$ cat src/rtl/brainwave_pkg.sv
// Shared definitions for the instruction queue sequencer: opcode map,
// element-wise / activation encodings and FSM state constants.
package brainwave_pkg;

    // Opcode values as they appear in the top bits of an instruction
    localparam int OP_V_RD      = 0;
    localparam int OP_V_WR      = 1;
    localparam int OP_M_RD      = 2;
    localparam int OP_M_WR      = 3;
    localparam int OP_MV_MUL    = 4;
    localparam int OP_VV_ADD    = 5;
    localparam int OP_VV_SUB    = 6;
    localparam int OP_VV_PASS   = 7;
    localparam int OP_VV_MUL    = 8;
    localparam int OP_V_RELU    = 9;
    localparam int OP_V_SIGM    = 10;
    localparam int OP_V_TANH    = 11;
    localparam int OP_END_CHAIN = 12;

    // Element-wise unit operation select
    typedef enum logic [2:0] {
        ELT_ACT    = 3'b000,
        ELT_ADD    = 3'b001,
        ELT_MUL    = 3'b010,
        ELT_BYPASS = 3'b011,
        ELT_SUB    = 3'b100
    } eltwise_op_e;

    // Activation function select, meaningful when the op is ELT_ACT
    typedef enum logic [1:0] {
        ACT_RELU = 2'b00,
        ACT_TANH = 2'b01,
        ACT_SIGM = 2'b10
    } activation_e;

    // Sequencer FSM state encoding
    typedef logic [1:0] state_t;
    localparam state_t ST_IDLE     = 2'd0;
    localparam state_t ST_WAIT_MVU = 2'd1;
    localparam state_t ST_FLUSH    = 2'd2;

endpackage

$ cat src/rtl/instr_fifo.sv
// Instruction queue: power-of-two circular buffer with occupancy count.
// Push is accepted only while not full; pop is ignored while empty.
module instr_fifo #(
    parameter int WIDTH = 24,
    parameter int DEPTH = 8
) (
    input  logic                       clk,
    input  logic                       resetn,
    input  logic [WIDTH-1:0]           in_data,
    input  logic                       in_valid,
    output logic                       in_ready,
    input  logic                       pop,
    output logic [WIDTH-1:0]           head,
    output logic [$clog2(DEPTH):0]     count
);

    localparam int PW = $clog2(DEPTH);
    localparam int CW = PW + 1;

    logic [WIDTH-1:0] mem [DEPTH];
    logic [PW-1:0]    wr_ptr;
    logic [PW-1:0]    rd_ptr;
    logic             do_push;
    logic             do_pop;

    assign in_ready = (count < CW'(DEPTH));
    assign do_push  = in_valid && in_ready;
    assign do_pop   = pop && (count != '0);
    assign head     = mem[rd_ptr];

    // Storage write; contents need no reset since count gates every read
    always_ff @(posedge clk) begin
        if (do_push) begin
            mem[wr_ptr] <= in_data;
        end
    end

    // Pointer and occupancy update; pointers wrap naturally at DEPTH
    always_ff @(posedge clk or negedge resetn) begin
        if (!resetn) begin
            wr_ptr <= '0;
            rd_ptr <= '0;
            count  <= '0;
        end else begin
            if (do_push) begin
                wr_ptr <= wr_ptr + 1'b1;
            end
            if (do_pop) begin
                rd_ptr <= rd_ptr + 1'b1;
            end
            case ({do_push, do_pop})
                2'b10:   count <= count + 1'b1;
                2'b01:   count <= count - 1'b1;
                default: count <= count;
            endcase
        end
    end

endmodule

$ cat src/rtl/instr_queue_sequencer.sv
// Instruction queue sequencer: buffers incoming instructions, issues one per
// cycle from the queue head and turns each into registered one-cycle enable
// pulses for the VRF/MRF/DRAM/MVU/element-wise units. MV_MUL stalls issue
// until the MVU reports completion; END_CHAIN spends one cycle in FLUSH.
module instr_queue_sequencer
    import brainwave_pkg::*;
#(
    parameter int INSTR_WIDTH  = 24,
    parameter int OPCODE_WIDTH = 4,
    parameter int ADDR_WIDTH   = 10,
    parameter int NUM_VRF      = 4,
    parameter int FIFO_DEPTH   = 8
) (
    input  logic                          clk,
    input  logic                          resetn,
    input  logic [INSTR_WIDTH-1:0]        instr_in,
    input  logic                          instr_valid,
    output logic                          instr_ready,
    output logic [$clog2(FIFO_DEPTH):0]   fifo_count,
    output logic [ADDR_WIDTH-1:0]         dram_addr,
    output logic                          dram_wr_en,
    output logic [NUM_VRF-1:0]            vrf_rd_en,
    output logic [NUM_VRF-1:0]            vrf_wr_en,
    output logic                          mrf_rd_en,
    output logic                          mrf_wr_en,
    output logic                          mvu_start,
    input  logic                          mvu_done,
    output logic [2:0]                    eltwise_op,
    output logic [1:0]                    activation,
    output logic                          eltwise_valid,
    output logic                          chain_active,
    output logic                          chain_end,
    output logic                          err_illegal
);

    state_t state;
    state_t state_next;

    logic [INSTR_WIDTH-1:0]  head_p0;
    logic                    issue_p0;
    logic [OPCODE_WIDTH-1:0] opcode_p0;
    logic [ADDR_WIDTH-1:0]   op1_p0;
    logic [ADDR_WIDTH-1:0]   op2_p0;
    int                      opc_p0;
    logic                    op1_ok_p0;
    logic [NUM_VRF-1:0]      vrf_onehot_p0;

    logic [NUM_VRF-1:0]      vrf_rd_p0;
    logic [NUM_VRF-1:0]      vrf_wr_p0;
    logic                    dram_wr_p0;
    logic                    mrf_rd_p0;
    logic                    mrf_wr_p0;
    logic                    mvu_p0;
    logic                    elt_valid_p0;
    eltwise_op_e             elt_op_p0;
    activation_e             act_p0;
    logic                    addr_upd_p0;
    logic                    act_upd_p0;
    logic                    end_p0;
    logic                    illegal_p0;

    instr_fifo #(
        .WIDTH (INSTR_WIDTH),
        .DEPTH (FIFO_DEPTH)
    ) u_fifo (
        .clk      (clk),
        .resetn   (resetn),
        .in_data  (instr_in),
        .in_valid (instr_valid),
        .in_ready (instr_ready),
        .pop      (issue_p0),
        .head     (head_p0),
        .count    (fifo_count)
    );

    // Issue from the head while idle, or on the very cycle the MVU finishes
    // so the instruction after MV_MUL follows mvu_done without a bubble.
    assign issue_p0 = (fifo_count != '0) &&
                      ((state == ST_IDLE) || ((state == ST_WAIT_MVU) && mvu_done));

    assign opcode_p0 = head_p0[INSTR_WIDTH-1 -: OPCODE_WIDTH];
    assign op1_p0    = head_p0[2*ADDR_WIDTH-1:ADDR_WIDTH];
    assign op2_p0    = head_p0[ADDR_WIDTH-1:0];
    assign opc_p0    = int'(opcode_p0);
    assign op1_ok_p0 = (int'(op1_p0) < NUM_VRF);

    // One-hot bank select from op1
    always_comb begin
        vrf_onehot_p0 = '0;
        for (int i = 0; i < NUM_VRF; i++) begin
            vrf_onehot_p0[i] = (op1_p0 == ADDR_WIDTH'(i));
        end
    end

    // Decode the head instruction into the enables it would drive if issued
    always_comb begin
        vrf_rd_p0    = '0;
        vrf_wr_p0    = '0;
        dram_wr_p0   = 1'b0;
        mrf_rd_p0    = 1'b0;
        mrf_wr_p0    = 1'b0;
        mvu_p0       = 1'b0;
        elt_valid_p0 = 1'b0;
        elt_op_p0    = ELT_ACT;
        act_p0       = ACT_RELU;
        addr_upd_p0  = 1'b0;
        act_upd_p0   = 1'b0;
        end_p0       = 1'b0;
        illegal_p0   = 1'b0;
        case (opc_p0)
            OP_V_RD: begin
                if (op1_ok_p0) begin
                    vrf_rd_p0   = vrf_onehot_p0;
                    dram_wr_p0  = 1'b1;
                    addr_upd_p0 = 1'b1;
                end else begin
                    illegal_p0  = 1'b1;
                end
            end
            OP_V_WR: begin
                if (op1_ok_p0) begin
                    vrf_wr_p0   = vrf_onehot_p0;
                    addr_upd_p0 = 1'b1;
                end else begin
                    illegal_p0  = 1'b1;
                end
            end
            OP_M_RD: begin
                mrf_rd_p0   = 1'b1;
                addr_upd_p0 = 1'b1;
            end
            OP_M_WR: begin
                mrf_wr_p0   = 1'b1;
                addr_upd_p0 = 1'b1;
            end
            OP_MV_MUL: begin
                mvu_p0      = 1'b1;
                mrf_rd_p0   = 1'b1;
                addr_upd_p0 = 1'b1;
            end
            OP_VV_ADD: begin
                elt_valid_p0 = 1'b1;
                elt_op_p0    = ELT_ADD;
                addr_upd_p0  = 1'b1;
            end
            OP_VV_SUB: begin
                elt_valid_p0 = 1'b1;
                elt_op_p0    = ELT_SUB;
                addr_upd_p0  = 1'b1;
            end
            OP_VV_PASS: begin
                elt_valid_p0 = 1'b1;
                elt_op_p0    = ELT_BYPASS;
                addr_upd_p0  = 1'b1;
            end
            OP_VV_MUL: begin
                elt_valid_p0 = 1'b1;
                elt_op_p0    = ELT_MUL;
                addr_upd_p0  = 1'b1;
            end
            OP_V_RELU: begin
                elt_valid_p0 = 1'b1;
                act_p0       = ACT_RELU;
                act_upd_p0   = 1'b1;
            end
            OP_V_SIGM: begin
                elt_valid_p0 = 1'b1;
                act_p0       = ACT_SIGM;
                act_upd_p0   = 1'b1;
            end
            OP_V_TANH: begin
                elt_valid_p0 = 1'b1;
                act_p0       = ACT_TANH;
                act_upd_p0   = 1'b1;
            end
            OP_END_CHAIN: begin
                end_p0 = 1'b1;
            end
            default: begin
                illegal_p0 = 1'b1;
            end
        endcase
    end

    // Next-state: waits and flushes fall back to IDLE, an issued MV_MUL or
    // END_CHAIN overrides that with its own state.
    always_comb begin
        state_next = state;
        case (state)
            ST_IDLE:     state_next = ST_IDLE;
            ST_WAIT_MVU: if (mvu_done) state_next = ST_IDLE;
            ST_FLUSH:    state_next = ST_IDLE;
            default:     state_next = ST_IDLE;
        endcase
        if (issue_p0 && mvu_p0) begin
            state_next = ST_WAIT_MVU;
        end else if (issue_p0 && end_p0) begin
            state_next = ST_FLUSH;
        end
    end

    // State register; reset abandons any outstanding MVU wait
    always_ff @(posedge clk or negedge resetn) begin
        if (!resetn) begin
            state <= ST_IDLE;
        end else begin
            state <= state_next;
        end
    end

    // ---- p0 -> p1: registered unit controls, pulses last one cycle ----
    // Output register: pulses follow the issue edge; selects hold between uses
    always_ff @(posedge clk or negedge resetn) begin
        if (!resetn) begin
            dram_addr     <= '0;
            dram_wr_en    <= 1'b0;
            vrf_rd_en     <= '0;
            vrf_wr_en     <= '0;
            mrf_rd_en     <= 1'b0;
            mrf_wr_en     <= 1'b0;
            mvu_start     <= 1'b0;
            eltwise_op    <= '0;
            activation    <= '0;
            eltwise_valid <= 1'b0;
            chain_active  <= 1'b0;
            chain_end     <= 1'b0;
            err_illegal   <= 1'b0;
        end else begin
            dram_wr_en    <= issue_p0 && dram_wr_p0;
            vrf_rd_en     <= issue_p0 ? vrf_rd_p0 : '0;
            vrf_wr_en     <= issue_p0 ? vrf_wr_p0 : '0;
            mrf_rd_en     <= issue_p0 && mrf_rd_p0;
            mrf_wr_en     <= issue_p0 && mrf_wr_p0;
            mvu_start     <= issue_p0 && mvu_p0;
            eltwise_valid <= issue_p0 && elt_valid_p0;
            chain_end     <= issue_p0 && end_p0;
            if (issue_p0 && addr_upd_p0) begin
                dram_addr <= op2_p0;
            end
            if (issue_p0 && elt_valid_p0) begin
                eltwise_op <= elt_op_p0;
            end
            if (issue_p0 && act_upd_p0) begin
                activation <= act_p0;
            end
            if (issue_p0 && illegal_p0) begin
                err_illegal <= 1'b1;
            end
            if (issue_p0 && !illegal_p0) begin
                chain_active <= !end_p0;
            end
        end
    end

endmodule
$ cat config.mk
export PLATFORM = sky130hd
export DESIGN_NAME = instr_queue_sequencer
export DESIGN_NICKNAME = d
export VERILOG_FILES = /design/src/rtl/brainwave_pkg.sv /design/src/rtl/instr_fifo.sv /design/src/rtl/instr_queue_sequencer.sv
export SDC_FILE = /design/constraint.sdc
export NUM_CORES = 1
export LEC_CHECK = 0
export CAP_MARGIN = 5
export CORE_MARGIN = 2
export CORE_UTILIZATION = 30
export DETAILED_ROUTE_END_ITERATION = 10
export GPL_ROUTABILITY_DRIVEN = 1
export SYNTH_ARGS = -nofsm -noshare
export SYNTH_HDL_FRONTEND = slang
export SYNTH_SLANG_ARGS = --single-unit
$ cat constraint.sdc
create_clock -name clk -period 4.8 [get_ports clk]
set_input_delay 0.48 -clock clk [delete_from_list [all_inputs] [get_ports clk]]
set_output_delay 0.48 -clock clk [all_outputs]
set_load 0.01 [all_outputs]
## Yosys cells after proc, flatten, opt, wreduce, memory -nomap -nowiden

Memories as Yosys holds them, arrays and structs flattened.
Cells that the tools add are included.

| word-level totals | value |
|---|---|
| bits in registers | 43 |
| bits in writable memories | 192 |
| input bits | 28 |
| output and inout bits | 36 |
| logic and storage cells | 96 |
| memories | 1 |

Memory list:

| name | depth | width | rd ports | clocked after memory_dff | write ports | RTL line | source |
|---|---|---|---|---|---|---|---|
| u_fifo.mem | 8 | 24 | 1 | 0 | 1 | instr_fifo.sv:20 | `logic [WIDTH-1:0] mem [DEPTH];` |

| operators by class | value |
|---|---|
| $add $sub $neg | 4 |
| order comparisons | 2 |
| equality and inequality tests | 19 |
| mux-type cells | 25 |
| reduce and logical (&&, ||, !) cells | 28 |

Operators by type and width:

| kind | number |
|---|---|
| 32-bit logical NOT | 1 |
| 10-bit by 2-bit == test with 1-bit output (second input constant) | 2 |
| 4-bit == test (second input constant) | 5 |
| 4-bit two-way mux | 5 |
| 4-bit by 3-bit == test with 1-bit output (second input constant) | 4 |
| 1-bit logical AND | 14 |
| 7-bit OR reduction | 2 |
| 3-bit one-hot mux with 4 select lines | 1 |
| 1-bit two-way mux | 11 |
| 11-bit OR reduction | 1 |
| 10-bit by 1-bit == test with 1-bit output (second input constant) | 1 |
| 10-bit logical NOT | 1 |
| 10-bit by 3-bit < comparator with 1-bit output (second input constant) | 1 |
| 4-bit by 2-bit == test with 1-bit output (second input constant) | 2 |
| 2-bit two-way mux | 4 |
| 4-bit one-hot mux with 2 select lines | 1 |
| 3-bit by 1-bit adder with 3-bit output (second input constant) | 2 |
| 4-bit by 1-bit adder with 4-bit output (second input constant) | 1 |
| 2-bit by 1-bit == test with 1-bit output (second input constant) | 2 |
| 4-bit by 1-bit == test with 1-bit output (second input constant) | 1 |
| 4-bit < comparator (second input constant) | 1 |
| 4-bit by 2-bit != test with 1-bit output (second input constant) | 1 |
| 1-bit one-hot mux with 2 select lines | 2 |
| 2-bit one-hot mux with 2 select lines | 1 |
| other kinds (9) | 11 |

## Logic depth before layout (Yosys ltp)

| depth | value |
|---|---|
| depth in word-level cells | 7 |
| mapped depth | 12 |
| gate-level depth less buffers | 10 |

## Modules after synthesis

A second synthesis with hierarchy kept.

| second synthesis, totals | value |
|---|---|
| cells, all modules | 463 |
| area total of the unflattened synthesis | 9266.4 µm² |

Modules (own cells, without submodules):

| module | instances | cells an instance | area each (µm²) | sequential area each (µm²) |
|---|---|---|---|---|
| instr_fifo | 1 | 344 | 7883.8 | 6015.8 |
| instr_queue_sequencer | 1 | 119 | 1382.6 | 825.8 |

## Worst setup path after synthesis

OpenSTA, ideal clock, no wires.

| timing path | value |
|---|---|
| path type | input to register |
| from | input port instr_valid |
| to | memory u_fifo.mem[0][0], enable pin |
| setup time | 0.435 ns |
| data arrival time | 2.633 ns |
| data required time | 4.365 ns |
| setup slack | 1.731 ns |
| cell stages on the path | 3 |
| buffers on the path | 0 |
| cells stage by stage | nor2b_1 nand2b_1 nor3_1 |

| on the way | value |
|---|---|
| cells in the longest elaborated chain, start to end | 3 |

Ends and longest elaborated chain:

| element | RTL line | source |
|---|---|---|
| start, declared | instr_queue_sequencer.sv:17 | `input logic instr_valid,` |
| 1-bit logical AND | instr_fifo.sv:27 | `assign do_push = in_valid && in_ready;` |
| 1-bit two-way mux | instr_fifo.sv:33 | `if (do_push) begin` |
| 1-bit two-way mux (implied by the code) | instr_fifo.sv:34 | `mem[wr_ptr] <= in_data;` |
| end, declared | instr_fifo.sv:20 |  |

Every way passes these cells.

## Worst setup path in the final report

| timing path | value |
|---|---|
| from | register u_fifo.rd_ptr[0] |
| to | register dram_addr[8] |

| on the way | value |
|---|---|
| cells in the longest elaborated chain, start to end | 5 |
| elaborated cells between the ends (all ways) | 16 |
| those cells by class | order compare: 1; eq/ne: 8; mux: 2; reduce/logical: 4; memory: 1 |

Ends and longest elaborated chain:

| element | RTL line | source |
|---|---|---|
| start, declared | instr_fifo.sv:22 | `logic [PW-1:0] rd_ptr;` |
| start signal, assigned | instr_fifo.sv:49 | `rd_ptr <= rd_ptr + 1'b1;` |
| memory read 8 x 24 bit (*) | n/a |  |
| 10-bit by 3-bit < comparator with 1-bit output, or another cell as far along | instr_queue_sequencer.sv:85 | `assign op1_ok_p0 = (int'(op1_p0) < NUM_VRF);` |
| 1-bit two-way mux, or another cell as far along | instr_queue_sequencer.sv:112, instr_queue_sequencer.sv:121 |  |
| 1-bit one-hot mux with 2 select lines | instr_queue_sequencer.sv:110 | `case (opc_p0)` |
| 1-bit logical AND | instr_queue_sequencer.sv:237 | `if (issue_p0 && addr_upd_p0) begin` |
| end signal, assigned | instr_queue_sequencer.sv:238 | `dram_addr <= op2_p0;` |
| end, declared | instr_queue_sequencer.sv:20 | `output logic [ADDR_WIDTH-1:0] dram_addr,` |

Mark *: on every way between the ends. The rest lies on a longest branch, timed or not.
A chain may end at the register's enable or synchronous reset.

==> results.py <==
metrics = {
    "detailed_routing": {
        "via_per_inst": 4.64,
        "wl_per_cell_um": 18.6,
        "first_pass_iters": 4,
        "routed-via-count": 4434,
        "ant_nets": 0,
        "drc": 0,
        "first_iter_violations": 446,
        "drt_wl_total_um": 17700,
    },
    "logic_synthesis": {
        "synthSimpleGateAreaFrac": 0.0555,
        "synth_cell_types": 46,
        "synth_compound_area_frac": 0.0233,
        "yosysWarnings": 0,
        "synthMuxAreaShare": 0.123,
        "synthArstFlopShare": 0.183,
        "ys_ff_latch": 235,
        "synth_xor_area_frac": 0.00880,
        "postSynthAreaPerCell_um2": 19.1,
        "synthAdderAreaFrac": 0.00922,
        "syn_area_um2": 8950,
        "syn_inst": 470,
        "synth_top_family_by_area": "multiplexers",
        "synth-edff-count": 192,
        "synth_ff_type": "edfxtp_1",
        "ys_seq_area_frac": 0.764,
        "synth_nets": 504,
    },
    "clock_tree": {
        "cts.clk_slew.worst_paths_ps": 60,
        "post_cts_resized": 0,
        "cts_tree": "built",
        "post_cts_buffers": 0,
        "clock_latency_ps": 530,
        "cts.htree.levels": 1,
        "clockBufferDepth": 3,
        "cts_buffers": 24,
        "cts-root-buf": "clkbuf_16",
        "cts_sinks": 235,
        "cts.hold.buffers_added": 0,
    },
    "timing": {
        "period_needed_ps": 3590,
        "worst_slack_ps": 1210,
        "rsz0062_at_grt": "no",
        "setup_tns_ps": 0,
        "finalSetupViolations": 0,
        "slew_violations": 0,
        "max_freq_mhz": 279,
        "fin_skew_ps": 20.0,
        "slew_headroom": 0.344,
        "fin_crit_sh": 0.748,
        "whs_ps": 126,
        "worstMarginPinSlew_ps": 984,
        "hold_viol_final": 0,
    },
    "setup_path": {
        "path_class": "flop to flop",
        "critPathLaunchType": "flop",
        "required_ps": 5200,
        "r2r_end": "dram_addr[8]",
        "path_max_fanout": 32,
        "startpoint": "u_fifo.rd_ptr[0]",
        "cp.arrival_ps": 3990,
        "regToRegSetupSlack_ps": 1210,
        "r2r-start": "u_fifo.rd_ptr[0]",
        "cp-endpoint": "dram_addr[8]",
        "worst_r2r_path_depth": 6,
        "cp-end-kind": "flop",
    },
    "placement": {
        "gp_congestion": 0.768,
        "placed_cell_area_um2": 10100,
        "port_buffers": 63,
        "dpl.cell_count": 911,
        "pre_cts_ws_ps": 1180,
        "hpwlAfterDp_um": 10700,
    },
    "grt": {
        "grt_pass1_vias": 4766,
        "grt_antenna_before_repair": 1,
        "overflow": 0,
        "grtUsageTotal": 0.115,
        "grt_pass1_wl_um": 27400,
        "grt_max_degree": 44,
    },
    "finish": {
        "fin_area_um2": 10900,
        "antennaDiodeCount": 0,
        "drive_gt1_frac": 0.193,
        "nFillCells": 2727,
        "multiInputGateArea_um2": 2030,
        "layout.nets": 581,
        "area_growth_pct": 21.3,
        "utilization": 0.368,
        "seqCellArea_um2": 6840,
        "final-instance-count-excl-fill": 955,
    },
    "die": {
        "row_count": 63,
        "dieArea_um2": 31200,
        "fp.dieH_um": 177,
        "die_width_um": 177,
        "io_pins": 64,
        "core_area_um2": 29500,
        "initial_core_util": 0.304,
    },
    "min_path": {
        "hold_class": "input pin to asynchronous set/reset pin",
    },
    "power_and_ir_drop": {
        "finalPower_mw": 6.86,
        "p_leak_nw": 3.65,
        "ir_drop_mv": 0.329,
        "powerDensity_nw_per_um2": 631,
    },
    "outcome": {
        "outcome": "finished clean",
    },
    "run": {
        "maxCapViolCount": 0,
    },
}
[power by group]
group          switching [mW]  total, mW  internal, mW
registers               0.250       2.78          2.53
clock network           0.743       1.88          1.14
logic                    1.10       2.20          1.10
[cells in the final DEF (no fill, tap or decap), types with 3 or more instances in the layout]
cell,netlist,final
mux2i_1,6,6
dfrtp_1,43,42
nand4_1,5,5
edfxtp_1,192,192
buf_4,0,5
a21oi_1,9,9
clkdlybuf4s50_1,0,62
nor3_1,7,5
nor2_1,25,19
ha_1,5,5
a31oi_1,3,3
mux4_2,30,30
mux2_2,15,15
o21ai_0,7,7
nor2_4,0,6
clkbuf_16,0,24
nor3_2,1,3
mux2_4,10,10
xnor2_1,7,7
nor2b_1,4,4
nand3_1,4,4
a22oi_1,3,3
nand2b_1,5,5
inv_1,10,10
nor4_1,17,17
clkbuf_1,6,5
bufinv_16,0,4
clkinv_1,0,6
nand2_1,21,21
[worst min path at each step]
stage                  start             to  slack, ps
detailed placement  state[1]       state[0]        430
global placement    state[1]       state[0]        400
floorplan             resetn  activation[0]        180
global route          resetn  eltwise_op[1]        230
CTS                   resetn   dram_addr[4]        160
finish                resetn  eltwise_op[1]        130
[registers in the layout, summed over array words and instances, names as in the netlist]
| name | count |
|---|---|
| u_fifo.mem | 192 |
| dram_addr | 10 |
| u_fifo.count | 4 |
| vrf_rd_en | 4 |
| vrf_wr_en | 4 |
| eltwise_op | 3 |
| u_fifo.rd_ptr | 3 |
| u_fifo.wr_ptr | 3 |
| activation | 2 |
| state | 2 |
| chain_active | 1 |
| chain_end | 1 |
| dram_wr_en | 1 |
| eltwise_valid | 1 |
| err_illegal | 1 |
| mrf_rd_en | 1 |
| mrf_wr_en | 1 |
| mvu_start | 1 |
[synth_stat cells, types with 2 or more instances]
cell type / number / area share
buf_1: 2 / 0.00084
mux2i_1: 6 / 0.0067
nor4_1: 17 / 0.012
mux4_2: 30 / 0.075
a21oi_1: 9 / 0.0050
o21ai_0: 7 / 0.0039
a22oi_1: 3 / 0.0025
nand3b_1: 2 / 0.0017
nor2b_1: 4 / 0.0028
nand2_1: 21 / 0.0088
nand3_1: 4 / 0.0022
nand2b_1: 5 / 0.0035
inv_1: 10 / 0.0042
xor2_1: 2 / 0.0020
mux2_2: 15 / 0.019
clkbuf_1: 6 / 0.0025
nor2_1: 25 / 0.010
edfxtp_1: 192 / 0.64
and3_1: 2 / 0.0014
xnor2_1: 7 / 0.0068
dfrtp_1: 43 / 0.12
mux2i_2: 2 / 0.0031
a21o_1: 2 / 0.0017
mux2_4: 10 / 0.017
nor3_1: 7 / 0.0039
ha_1: 5 / 0.0070
buf_6: 3 / 0.0038
buf_2: 5 / 0.0028
a31oi_1: 3 / 0.0021
nand4_1: 5 / 0.0035
[critical path, cell delays in order (launching register included)]
cell and delay [ps]:
dfrtp_2 970, mux4_2 630, mux2i_4 430, a22oi_1 130
a21oi_1 150, o32a_1 790, mux2_4 350
[logic make-up after synthesis]
logic type                 count (synthesis)
muxes                                     64
and+or+nand+nor                           97
adders and majority gates                  6
buffers and inverters                     27
xor gates and xnor gates                   9
AOI/OAI and AO/OA                         32
DFF                                      235
[layout make-up]
| cell class | instances | area share |
|---|---|---|
| Timing Repair Buffer | 68 | 0.0610 |
| Inverter | 10 | 0.00346 |
| Multi-Input combinational cell | 208 | 0.187 |
| Clock buffer | 29 | 0.0570 |
| Sequential cell | 235 | 0.630 |
| Clock inverter | 15 | 0.0170 |
| Tap cell | 390 | 0.0449 |
[per-layer routing]
layer  share of wire  track usage
met1            0.44        0.153
met2            0.49        0.193
met3           0.052       0.0238
met4           0.023       0.0313
met5         0.00090            0
(Power assumes the default switching activity.)
